**src/rtl/posit_round_rne_if.sv**
```systemverilog
// Start/done bundle between the posit normaliser and encoder.
// Master drives the operand and start, slave returns the rounded fields.
interface posit_round_rne_if #(
  parameter int N  = 32,
  parameter int ES = 3,
  parameter int MW = 64,
  parameter int KW = 6
) ();
  localparam int FW  = N - ES - 3;
  localparam int NBW = $clog2(FW + 1);

  logic           start;
  logic [MW-1:0]  mant_in;
  logic [KW-1:0]  k_in;
  logic [ES-1:0]  exp_in;
  logic           sign_in;
  logic           zero_in;
  logic [FW-1:0]  frac_out;
  logic [NBW-1:0] nbt_out;
  logic [KW-1:0]  k_out;
  logic [ES-1:0]  exp_out;
  logic           sign_out;
  logic           inexact;
  logic           sat;
  logic           busy;
  logic           done;

  modport master (
    output start, mant_in, k_in,
    output exp_in, sign_in, zero_in,
    input  frac_out, nbt_out, k_out,
    input  exp_out, sign_out, inexact,
    input  sat, busy, done
  );

  modport slave (
    input  start, mant_in, k_in,
    input  exp_in, sign_in, zero_in,
    output frac_out, nbt_out, k_out,
    output exp_out, sign_out, inexact,
    output sat, busy, done
  );
endinterface

```
**src/rtl/posit_round_rne.sv**
```systemverilog
// Posit fraction rounding (round-to-nearest-even) with
// carry into exponent/regime and maxpos/minpos saturation.
module posit_round_rne #(
  parameter int N  = 32,
  parameter int ES = 3,
  parameter int MW = 64,
  parameter int KW = 6
) (
  input  logic             clk,
  input  logic             rst_n,
  posit_round_rne_if.slave bus
);
  localparam int FW  = N - ES - 3;
  localparam int NBW = $clog2(FW + 1);
  localparam int FRW = MW - 2;

  localparam logic [NBW-1:0] FWB = NBW'(FW);
  localparam logic signed [KW-1:0] KMAX_S = KW'(N - ES - 3);
  localparam logic signed [KW-1:0] KMIN_S = KW'(-(N - ES - 2));
  localparam logic signed [KW-1:0] KSAT_P = KW'(N - 2);
  localparam logic signed [KW-1:0] KSAT_N = KW'(-(N - 2));

  typedef enum logic [2:0] {
    IDLE, LOAD, ROUND, ADJUST, DONE
  } state_t;

  function automatic logic [NBW-1:0] f_nbt(
    input logic signed [KW-1:0] k
  );
    int t;
    t = (k >= 0) ? FW - int'(k)
                 : FW + 1 + int'(k);
    return t[NBW-1:0];
  endfunction

  state_t                r_state;
  logic [FRW-1:0]        r_frac;
  logic signed [KW-1:0]  r_k;
  logic [ES-1:0]         r_exp;
  logic                  r_sign;
  logic                  r_zero;
  logic                  r_oor;
  logic [NBW-1:0]        r_nbt;
  logic [FW-1:0]         r_mask;
  logic [FW:0]           r_sum;
  logic                  r_inx;

  logic [FW-1:0]         r_sfrac;
  logic [NBW-1:0]        r_snbt;
  logic signed [KW-1:0]  r_sk;
  logic [ES-1:0]         r_sexp;
  logic                  r_ssign;
  logic                  r_sinx;
  logic                  r_ssat;

  logic [FW-1:0]         r_frac_o;
  logic [NBW-1:0]        r_nbt_o;
  logic [KW-1:0]         r_k_o;
  logic [ES-1:0]         r_exp_o;
  logic                  r_sign_o;
  logic                  r_inx_o;
  logic                  r_sat_o;
  logic                  r_busy;
  logic                  r_done;

  logic                  w_unused;
  logic [NBW-1:0]        w_nbt;
  logic                  w_oor;
  logic [FW-1:0]         w_kept;
  logic [FRW-1:0]        w_low;
  logic                  w_g;
  logic                  w_s;
  logic [FW:0]           w_inc;
  logic                  w_lsb;
  logic                  w_up;
  logic                  w_carry;
  logic                  w_ewrap;
  logic [ES-1:0]         w_exp_n;
  logic signed [KW-1:0]  w_k_n;
  logic                  w_sat;
  logic                  w_sat_nz;
  logic signed [KW-1:0]  w_ksat;

  assign w_unused = ^bus.mant_in[MW-1:MW-2];

  assign w_nbt = f_nbt(r_k);
  assign w_oor = (r_k > KMAX_S) ||
                 (r_k < KMIN_S);

  // Shifting the kept field out leaves G at the top, sticky below.
  assign w_kept = r_frac[FRW-1 -: FW] & r_mask;
  assign w_low  = r_frac << r_nbt;
  assign w_g    = w_low[FRW-1];
  assign w_s    = |w_low[FRW-2:0];
  assign w_inc  = {{FW{1'b0}}, 1'b1}
                  << (FWB - r_nbt);
  assign w_lsb  = |(w_kept & w_inc[FW-1:0]);
  assign w_up   = w_g & (w_s | w_lsb);

  assign w_carry  = r_sum[FW];
  assign w_ewrap  = w_carry && (r_exp == '1);
  assign w_exp_n  = r_exp + ES'(w_carry);
  assign w_k_n    = r_k + KW'(w_ewrap);
  assign w_sat    = r_oor ||
                    (w_ewrap && r_k == KMAX_S);
  assign w_sat_nz = !r_zero && w_sat;
  assign w_ksat   = (r_oor && r_k < 0) ? KSAT_N
                                       : KSAT_P;

  always_ff @(posedge clk or negedge rst_n) begin
    if (!rst_n) begin
      r_state  <= IDLE;
      r_frac   <= '0;
      r_k      <= '0;
      r_exp    <= '0;
      r_sign   <= 1'b0;
      r_zero   <= 1'b0;
      r_oor    <= 1'b0;
      r_nbt    <= '0;
      r_mask   <= '0;
      r_sum    <= '0;
      r_inx    <= 1'b0;
      r_sfrac  <= '0;
      r_snbt   <= '0;
      r_sk     <= '0;
      r_sexp   <= '0;
      r_ssign  <= 1'b0;
      r_sinx   <= 1'b0;
      r_ssat   <= 1'b0;
      r_frac_o <= '0;
      r_nbt_o  <= '0;
      r_k_o    <= '0;
      r_exp_o  <= '0;
      r_sign_o <= 1'b0;
      r_inx_o  <= 1'b0;
      r_sat_o  <= 1'b0;
      r_busy   <= 1'b0;
      r_done   <= 1'b0;
    end else begin
      unique case (r_state)
        IDLE: begin
          r_done <= 1'b0;
          if (bus.start) begin
            r_frac  <= bus.mant_in[FRW-1:0];
            r_k     <= bus.k_in;
            r_exp   <= bus.exp_in;
            r_sign  <= bus.sign_in;
            r_zero  <= bus.zero_in;
            r_busy  <= 1'b1;
            r_state <= LOAD;
          end
        end
        LOAD: begin
          r_nbt   <= w_nbt;
          r_oor   <= w_oor;
          r_mask  <= ~({FW{1'b1}} >> w_nbt);
          r_state <= ROUND;
        end
        ROUND: begin
          r_sum   <= {1'b0, w_kept} +
                     (w_up ? w_inc : '0);
          r_inx   <= w_g | w_s;
          r_state <= ADJUST;
        end
        ADJUST: begin
          unique case (1'b1)
            r_zero: begin
              r_sfrac <= '0;
              r_snbt  <= '0;
              r_sk    <= '0;
              r_sexp  <= '0;
              r_ssign <= 1'b0;
              r_sinx  <= 1'b0;
              r_ssat  <= 1'b0;
            end
            w_sat_nz: begin
              r_sfrac <= '0;
              r_snbt  <= '0;
              r_sk    <= w_ksat;
              r_sexp  <= '0;
              r_ssign <= r_sign;
              r_sinx  <= 1'b1;
              r_ssat  <= 1'b1;
            end
            default: begin
              r_sfrac <= w_carry ? '0
                                 : r_sum[FW-1:0];
              r_snbt  <= f_nbt(w_k_n);
              r_sk    <= w_k_n;
              r_sexp  <= w_exp_n;
              r_ssign <= r_sign;
              r_sinx  <= r_inx;
              r_ssat  <= 1'b0;
            end
          endcase
          r_state <= DONE;
        end
        DONE: begin
          r_frac_o <= r_sfrac;
          r_nbt_o  <= r_snbt;
          r_k_o    <= r_sk;
          r_exp_o  <= r_sexp;
          r_sign_o <= r_ssign;
          r_inx_o  <= r_sinx;
          r_sat_o  <= r_ssat;
          r_done   <= 1'b1;
          r_busy   <= 1'b0;
          r_state  <= IDLE;
        end
        default: r_state <= IDLE;
      endcase
    end
  end

  assign bus.frac_out = r_frac_o;
  assign bus.nbt_out  = r_nbt_o;
  assign bus.k_out    = r_k_o;
  assign bus.exp_out  = r_exp_o;
  assign bus.sign_out = r_sign_o;
  assign bus.inexact  = r_inx_o;
  assign bus.sat      = r_sat_o;
  assign bus.busy     = r_busy;
  assign bus.done     = r_done;
endmodule

```
**src/flat_wrapper.sv**
```systemverilog
// flat-port wrapper written by rule: the top's interface ports become plain ports
module posit_round_rne_flat 
#(
  parameter int N  = 32,
  parameter int ES = 3,
  parameter int MW = 64,
  parameter int KW = 6
)
  (clk, rst_n, bus_start, bus_mant_in, bus_k_in, bus_exp_in, bus_sign_in, bus_zero_in, bus_frac_out, bus_nbt_out, bus_k_out, bus_exp_out, bus_sign_out, bus_inexact, bus_sat, bus_busy, bus_done);
  posit_round_rne_if #(.N(N), .ES(ES), .MW(MW), .KW(KW)) bus_i ();
  input  logic clk;
  input  logic rst_n;
  input wire logic [$bits(bus_i.start)-1:0] bus_start;
  input wire logic [$bits(bus_i.mant_in)-1:0] bus_mant_in;
  input wire logic [$bits(bus_i.k_in)-1:0] bus_k_in;
  input wire logic [$bits(bus_i.exp_in)-1:0] bus_exp_in;
  input wire logic [$bits(bus_i.sign_in)-1:0] bus_sign_in;
  input wire logic [$bits(bus_i.zero_in)-1:0] bus_zero_in;
  output wire logic [$bits(bus_i.frac_out)-1:0] bus_frac_out;
  output wire logic [$bits(bus_i.nbt_out)-1:0] bus_nbt_out;
  output wire logic [$bits(bus_i.k_out)-1:0] bus_k_out;
  output wire logic [$bits(bus_i.exp_out)-1:0] bus_exp_out;
  output wire logic [$bits(bus_i.sign_out)-1:0] bus_sign_out;
  output wire logic [$bits(bus_i.inexact)-1:0] bus_inexact;
  output wire logic [$bits(bus_i.sat)-1:0] bus_sat;
  output wire logic [$bits(bus_i.busy)-1:0] bus_busy;
  output wire logic [$bits(bus_i.done)-1:0] bus_done;
  assign bus_i.start = bus_start;
  assign bus_i.mant_in = bus_mant_in;
  assign bus_i.k_in = bus_k_in;
  assign bus_i.exp_in = bus_exp_in;
  assign bus_i.sign_in = bus_sign_in;
  assign bus_i.zero_in = bus_zero_in;
  assign bus_frac_out = bus_i.frac_out;
  assign bus_nbt_out = bus_i.nbt_out;
  assign bus_k_out = bus_i.k_out;
  assign bus_exp_out = bus_i.exp_out;
  assign bus_sign_out = bus_i.sign_out;
  assign bus_inexact = bus_i.inexact;
  assign bus_sat = bus_i.sat;
  assign bus_busy = bus_i.busy;
  assign bus_done = bus_i.done;
  posit_round_rne #(.N(N), .ES(ES), .MW(MW), .KW(KW)) u_core (.clk(clk), .rst_n(rst_n), .bus(bus_i));
endmodule
```
**config.mk**
```make
export PLATFORM = sky130hd
export DESIGN_NAME = posit_round_rne_flat
export DESIGN_NICKNAME = d
export VERILOG_FILES = /design/src/rtl/posit_round_rne_if.sv /design/src/rtl/posit_round_rne.sv /design/src/flat_wrapper.sv
export SDC_FILE = /design/constraint.sdc
export NUM_CORES = 1
export LEC_CHECK = 0
export ABC_AREA = 1
export CELL_PAD_IN_SITES_DETAIL_PLACEMENT = 1
export CELL_PAD_IN_SITES_GLOBAL_PLACEMENT = 2
export CORE_UTILIZATION = 31
export DETAILED_ROUTE_END_ITERATION = 7
export GPL_TIMING_DRIVEN = 0
export PLACE_DENSITY = 0.9
export SETUP_SLACK_MARGIN = 0.2
export SYNTH_ARGS = -nofsm -noshare
export SYNTH_HDL_FRONTEND = slang
export SYNTH_SLANG_ARGS = --single-unit
```
**constraint.sdc**
```tcl
create_clock -name clk -period 3.8 [get_ports clk]
set_input_delay 0.76 -clock clk [delete_from_list [all_inputs] [get_ports clk]]
set_output_delay 0.76 -clock clk [all_outputs]
set_load 0.03 [all_outputs]
```
Yosys cells after proc, flatten, opt, wreduce, memory -nomap -nowiden
Cells that the tools add are included.
Storage, ports and cells
  ROM bits: 0
  bits in latches: 0
  word-level logic and storage cells: 87
  bits of input ports: 78
  register bits after elaboration: 224
  output and inout port bits: 45
  memory bits (writable): 0
  memories kept: 0
Cells by class
  multiply operators: 0
  shifts and indexed selects: 3
  $add $sub $neg: 8
  reduce and logical (&&, ||, !) cells: 14
  magnitude comparators: 5
  div/mod/pow operators: 0
  bitwise operators: 6
  muxes and demuxes: 17
  equality and inequality tests: 7
Operators by type and width (count)
  << shifter 62 x 5 -> 62 bit: 1
  OR reduction 61 bit: 1
  bitwise AND 26 bit: 2
  two-way mux 26 bit: 2
  adder 26 x 27 -> 27 bit: 1
  two-way mux 27 bit: 1
  << shifter 1 x 5 -> 27 bit, first input constant: 1
  inverter 26 bit: 1
  OR reduction 26 bit: 1
  >> shifter 26 x 5 -> 26 bit, first input constant: 1
  two-way mux 5 bit: 3
  greater-or-equal comparator 6 x 1 -> 1 bit, second input constant: 2
  case mux 3 bit (4 select lines): 1
  case mux 6 bit (2 select lines): 1
  adder 4 x 5 -> 5 bit, first input constant: 2
  subtractor 4 x 5 -> 5 bit, first input constant: 2
  adder 6 x 1 -> 6 bit: 1
  == test 3 x 2 -> 1 bit, second input constant: 2
  == test 3 bit, second input constant: 2
  == test 6 bit, second input constant: 1
  > comparator 6 bit, second input constant: 1
  < comparator 6 x 1 -> 1 bit, second input constant: 1
  < comparator 6 bit, second input constant: 1
  two-way mux 3 bit: 2
  16 further kinds: 26

Depth between registers and ports, before layout
  word-level depth: 8
  depth in mapped cells: 36
  depth with buffers taken out: 34

Worst setup path before layout
OpenSTA, ideal clock, no wires.
  path type: flip-flop to flip-flop
  start: register u_core.r_nbt[1]
  end: register u_core.r_sum[23]
  setup slack: -49 ps
  clock period less this slack: 3849 ps
  stages on the path, launching flop included: 34
  buffers on the path: 3
  data required time: 3717 ps
  arrival time: 3766 ps
  setup time: 83 ps
  cells stage by stage: dfrtp_1 buf_6 inv_4 buf_2 nand3_1 nand2_1 nand2_1 nand2_1 nand2_1 nand3_1 nand2_1 nor2_1 nand2_1 nor2_1 nand2_1 nor2_2 nand3_2 nand2_4 buf_6 nor3_1 ha_1 a21oi_1 nand2_1 a21oi_1 inv_1 nand2_1 nand2_1 a21oi_1 o21bai_1 a21oi_1 o21ai_0 nand2_1 nand3_1 o21ai_0
On the way
  longest elaborated chain between the ends: 8
  elaborated cells between the ends (all ways): 10
  classes of those cells: add/sub (2); shift (2); mux (1); bitwise (3); reduce/logical (2)
Ends and longest elaborated chain
  start, declared: line posit_round_rne.sv:43  | logic [NBW-1:0] r_nbt;
  start signal, assigned: line posit_round_rne.sv:154  | r_nbt <= w_nbt;
  subtractor 5 bit: line posit_round_rne.sv:96  | << (FWB - r_nbt);
  << shifter 1 x 5 -> 27 bit: line posit_round_rne.sv:95  | assign w_inc = {{FW{1'b0}}, 1'b1}
  bitwise AND 26 bit: line posit_round_rne.sv:97  | assign w_lsb = |(w_kept & w_inc[FW-1:0]);
  OR reduction 26 bit: line posit_round_rne.sv:97
  OR 1 bit: line posit_round_rne.sv:98  | assign w_up = w_g & (w_s | w_lsb);
  bitwise AND 1 bit: line posit_round_rne.sv:98
  two-way mux 27 bit *: line posit_round_rne.sv:161  | (w_up ? w_inc : '0);
  adder 26 x 27 -> 27 bit *: line posit_round_rne.sv:160  | r_sum <= {1'b0, w_kept} +
  end signal, assigned: line posit_round_rne.sv:160
  end, declared: line posit_round_rne.sv:45  | logic [FW:0] r_sum;
Every way passes the cells marked *; elsewhere a longest branch is shown, timed or not.
A chain may end at the register's enable or synchronous reset.

Final worst setup path
  start: register u_core.r_nbt[0]
  end: register u_core.r_sum[12]
Same word-level chain as after synthesis.

==> results.toml <==
[floorplanning]
die_x_um = 212
die_area_um2 = 44900
die_h_um = 212
ios = 123
core.rowCount = 76
floorplan.initialDensity_pct = 31.5
coreArea_um2 = 43300

[grt]
track_usage_pct = 24.0
antenna_found_initial = 0
grt_pass1_vias = 14549
grt_overflow = 0
grt_max_degree = 115
grt_pass1_wl_um = 82700

[placed_design]
dpl_cell_area_um2 = 15800
dp_hpwl_um = 40400
io_buffer_count = 120
place.gp.congestion = 0.913

[cts]
clock_latency_ns = 0.55
clock-root-buffer = "clkbuf_16"
cts_tree = "built"
clock_path_buffers = 3
cts.sinks = 223
clk_pin_slew_worst_paths_ns = 0.06
htreeDepth = 1
cts_buffers = 26

[worst_setup_path]
crit_path_frequent_cell = "nand2_1"
critPathMaxStageDelay_ns = 0.41
crit_arrival_ns = 4.95
r2r-end = "u_core.r_sum[12]"
worstSetupStartpointType = "flip-flop"
end_kind = "flip-flop"
r2r_slack_ns = -0.74
worstPathMaxFanout = 7
r2r_start = "u_core.r_nbt[0]"
critical_path_class = "reg2reg"
reg2regPathDepth = 28
slowest_stage = "dfrtp_2"
worstPathRequired_ns = 4.22

[synth]
synth_seq_cells = 223
synthCells = 1840
yosysUniqueCellTypes = 48
ys_seq_area_share_pct = 40.9
synth_area_leader_cell = "dfrtp_1"
synth_top_area_share_pct = 40.9
yosysWarnings = 0
synth_common_cells = "557 x nand2_1, 261 x nand3_1, 223 x dfrtp_1"
netlist_area_um2 = 13600
synth_edf_count = 0
synth_flop_cell = "dfrtp_1"
syn_area_per_cell_um2 = 7.42
ys_async_sr_fraction_pct = 100
yosys-top-cells-area = "dfrtp_1 41%, nand2_1 15%, nand3_1 9.6%, o21ai_0 5.4%, mux2_2 5.0%"
syn-num-nets = 1954
yosysMostFrequentCell = "nand2_1"

[status]
status = "finished, violations left"
violations = "setup timing"

[min_path]
hold_end = "u_core.bus.frac_out[9]"
hp-start = "u_core.bus.frac_out[9]"
whs_path_depth = 2
holdCritPathClass = "reg2reg"

[sta]
max_freq_ghz = 0.220
finalSetupTns_ns = -11.91
hold_viol = 0
slew_violations = 0
period_share_pct = 119
clock_skew_ns = 0.0151
slew_headroom_pct = 52.3
fin_ws_ns = -0.735
fin_hold_ws_ns = 0.482
finalSetupViolations = 23
final.min_clock_period_ns = 4.54
worstMarginPinSlew_ns = 0.716
rsz0062_at_grt = "yes"

[final_layout]
design_area_um2 = 18400
final_util_pct = 42.5
num_antenna_cells = 0
drive_gt1_share_pct = 23.1
area_growth_pct = 34.6
num-nets-final = 2162

[route]
detail-route-antenna-nets = 0
wl_um = 54300
firstDrtPassIters = 5
dr_total_vias = 13888
remaining_drc_errors = 0
drt_iter0_markers = 863
drt-vias-per-instance = 5.24
post_drt_wl_per_cell_um = 20.5

[power_and_ir_drop]
cellPowerDensity_nw_per_um2 = 990
ir_drop_mv = 0.484
power_leakage_nw = 8.46

[run]
cap_viol_max_count = 0
worst max-delay path, delay by kind of cell, from the launching register on:
kind | cells | cell delay, ns
compound gates | 5 | 0.76
buf+inv | 3 | 0.33
simple gates | 16 | 1.92
flops | 1 | 0.41
xor+xnor | 2 | 0.34
fa+ha+maj | 2 | 0.63
repair_timing:
| item | CTS | global route |
|---|---|---|
| endpoints found under the setup margin | 26 | 26 |
| gates resized for setup | 151 | 165 |
| hold buffers | 1 | 0 |
| pin swaps | 58 | 59 |
| hold endpoints to repair | 7 | 0 |
| cloned | 2 | 5 |
| buffers inserted | 37 | 13 |
flip-flops by register name, indices dropped and copies added, names as in the netlist, 3 cells and up:
register and flops:
u_core.r_nbt 4, u_core.r_mask 26, u_core.bus.nbt_out 5, u_core.r_k 6, u_core.r_sum 27, u_core.bus.exp_out 3, u_core.bus.frac_out 26, u_core.r_sexp 3
u_core.r_sk 6, u_core.r_frac 62, u_core.bus.k_out 6, u_core.r_sfrac 26, u_core.r_state 3, u_core.r_snbt 5, u_core.r_exp 3
how the worst max path moves through the flow:
| stage | endpoint | cells past startpoint | slack (ns) | start |
|---|---|---|---|---|
| after floorplan | u_core.r_sum[23] | 33 | 0.14 | u_core.r_nbt[0] |
| after global placement | u_core.r_frac[15] | 1 | -7.21 | rst_n |
| after detailed placement | u_core.r_sum[23] | 26 | -1.02 | u_core.r_nbt[3] |
| after CTS | u_core.r_sum[21] | 30 | -0.52 | u_core.r_nbt[0] |
| after global routing | u_core.r_sum[12] | 28 | -0.95 | u_core.r_nbt[0] |
| final | u_core.r_sum[12] | 28 | -0.74 | u_core.r_nbt[0] |
metrics by stage:
step	power [W]	std cells	setup slack [ns]
global route	0.0195	2652	-0.952
detailed placement	0.0138	2547	-1.02
CTS	0.0173	2634	-0.522
floorplan	0.0105	1840	0.137
finish	0.0182	2652	-0.735
global placement	0.0136	2545	-7.21
placed cells by master (no fill, tap or decap), types with 11 or more instances in the layout:
master and instances:
nor2_1 81, nand2_1 462, a21oi_2 17, nand3_2 48, dfrtp_1 222, clkbuf_1 41, buf_4 57, nor2_2 20
o21ai_0 120, o21ai_1 22, clkdlybuf4s50_1 119, nand3_1 212, buf_6 15, mux2_2 60, inv_1 150, a21oi_1 41
nand2_2 89, o22ai_1 11, ha_1 19, buf_2 11, clkbuf_16 31
where the power goes:
part	total [W]	internal, W	switching [W]
combinational	0.0114	0.00409	0.00729
sequential	0.00426	0.00341	0.000845
clock	0.00256	0.00152	0.00104
total	0.0182	0.00902	0.00918
per-layer routing:
layer	track usage, %	part of all wire (%)
met3	2.91	3.9
met1	28.4	41
met4	10.2	4.4
met2	43.3	51
met5	0	0
logic make-up after synthesis:
logic type                 share of synthesized area [%]
adders and majority gates                           3.36
and+or+nand+nor                                     30.4
AOI/OAI and AO/OA                                   11.2
buffers and inverters                               7.65
muxes                                               5.02
DFF                                                 40.9
xor gates and xnor gates                            1.53
cell type report:
class                           instances  area (µm²)
Multi-Input combinational cell       1366        8090
Sequential cell                       223        5580
Timing Repair Buffer                  180        1840
Inverter                              157         607
Fill cell                            5176       24900
Tap cell                              585         732
Buffer                                 94         636
Clock inverter                         11         139
Clock buffer                           36         748
(Power assumes the default switching activity.)
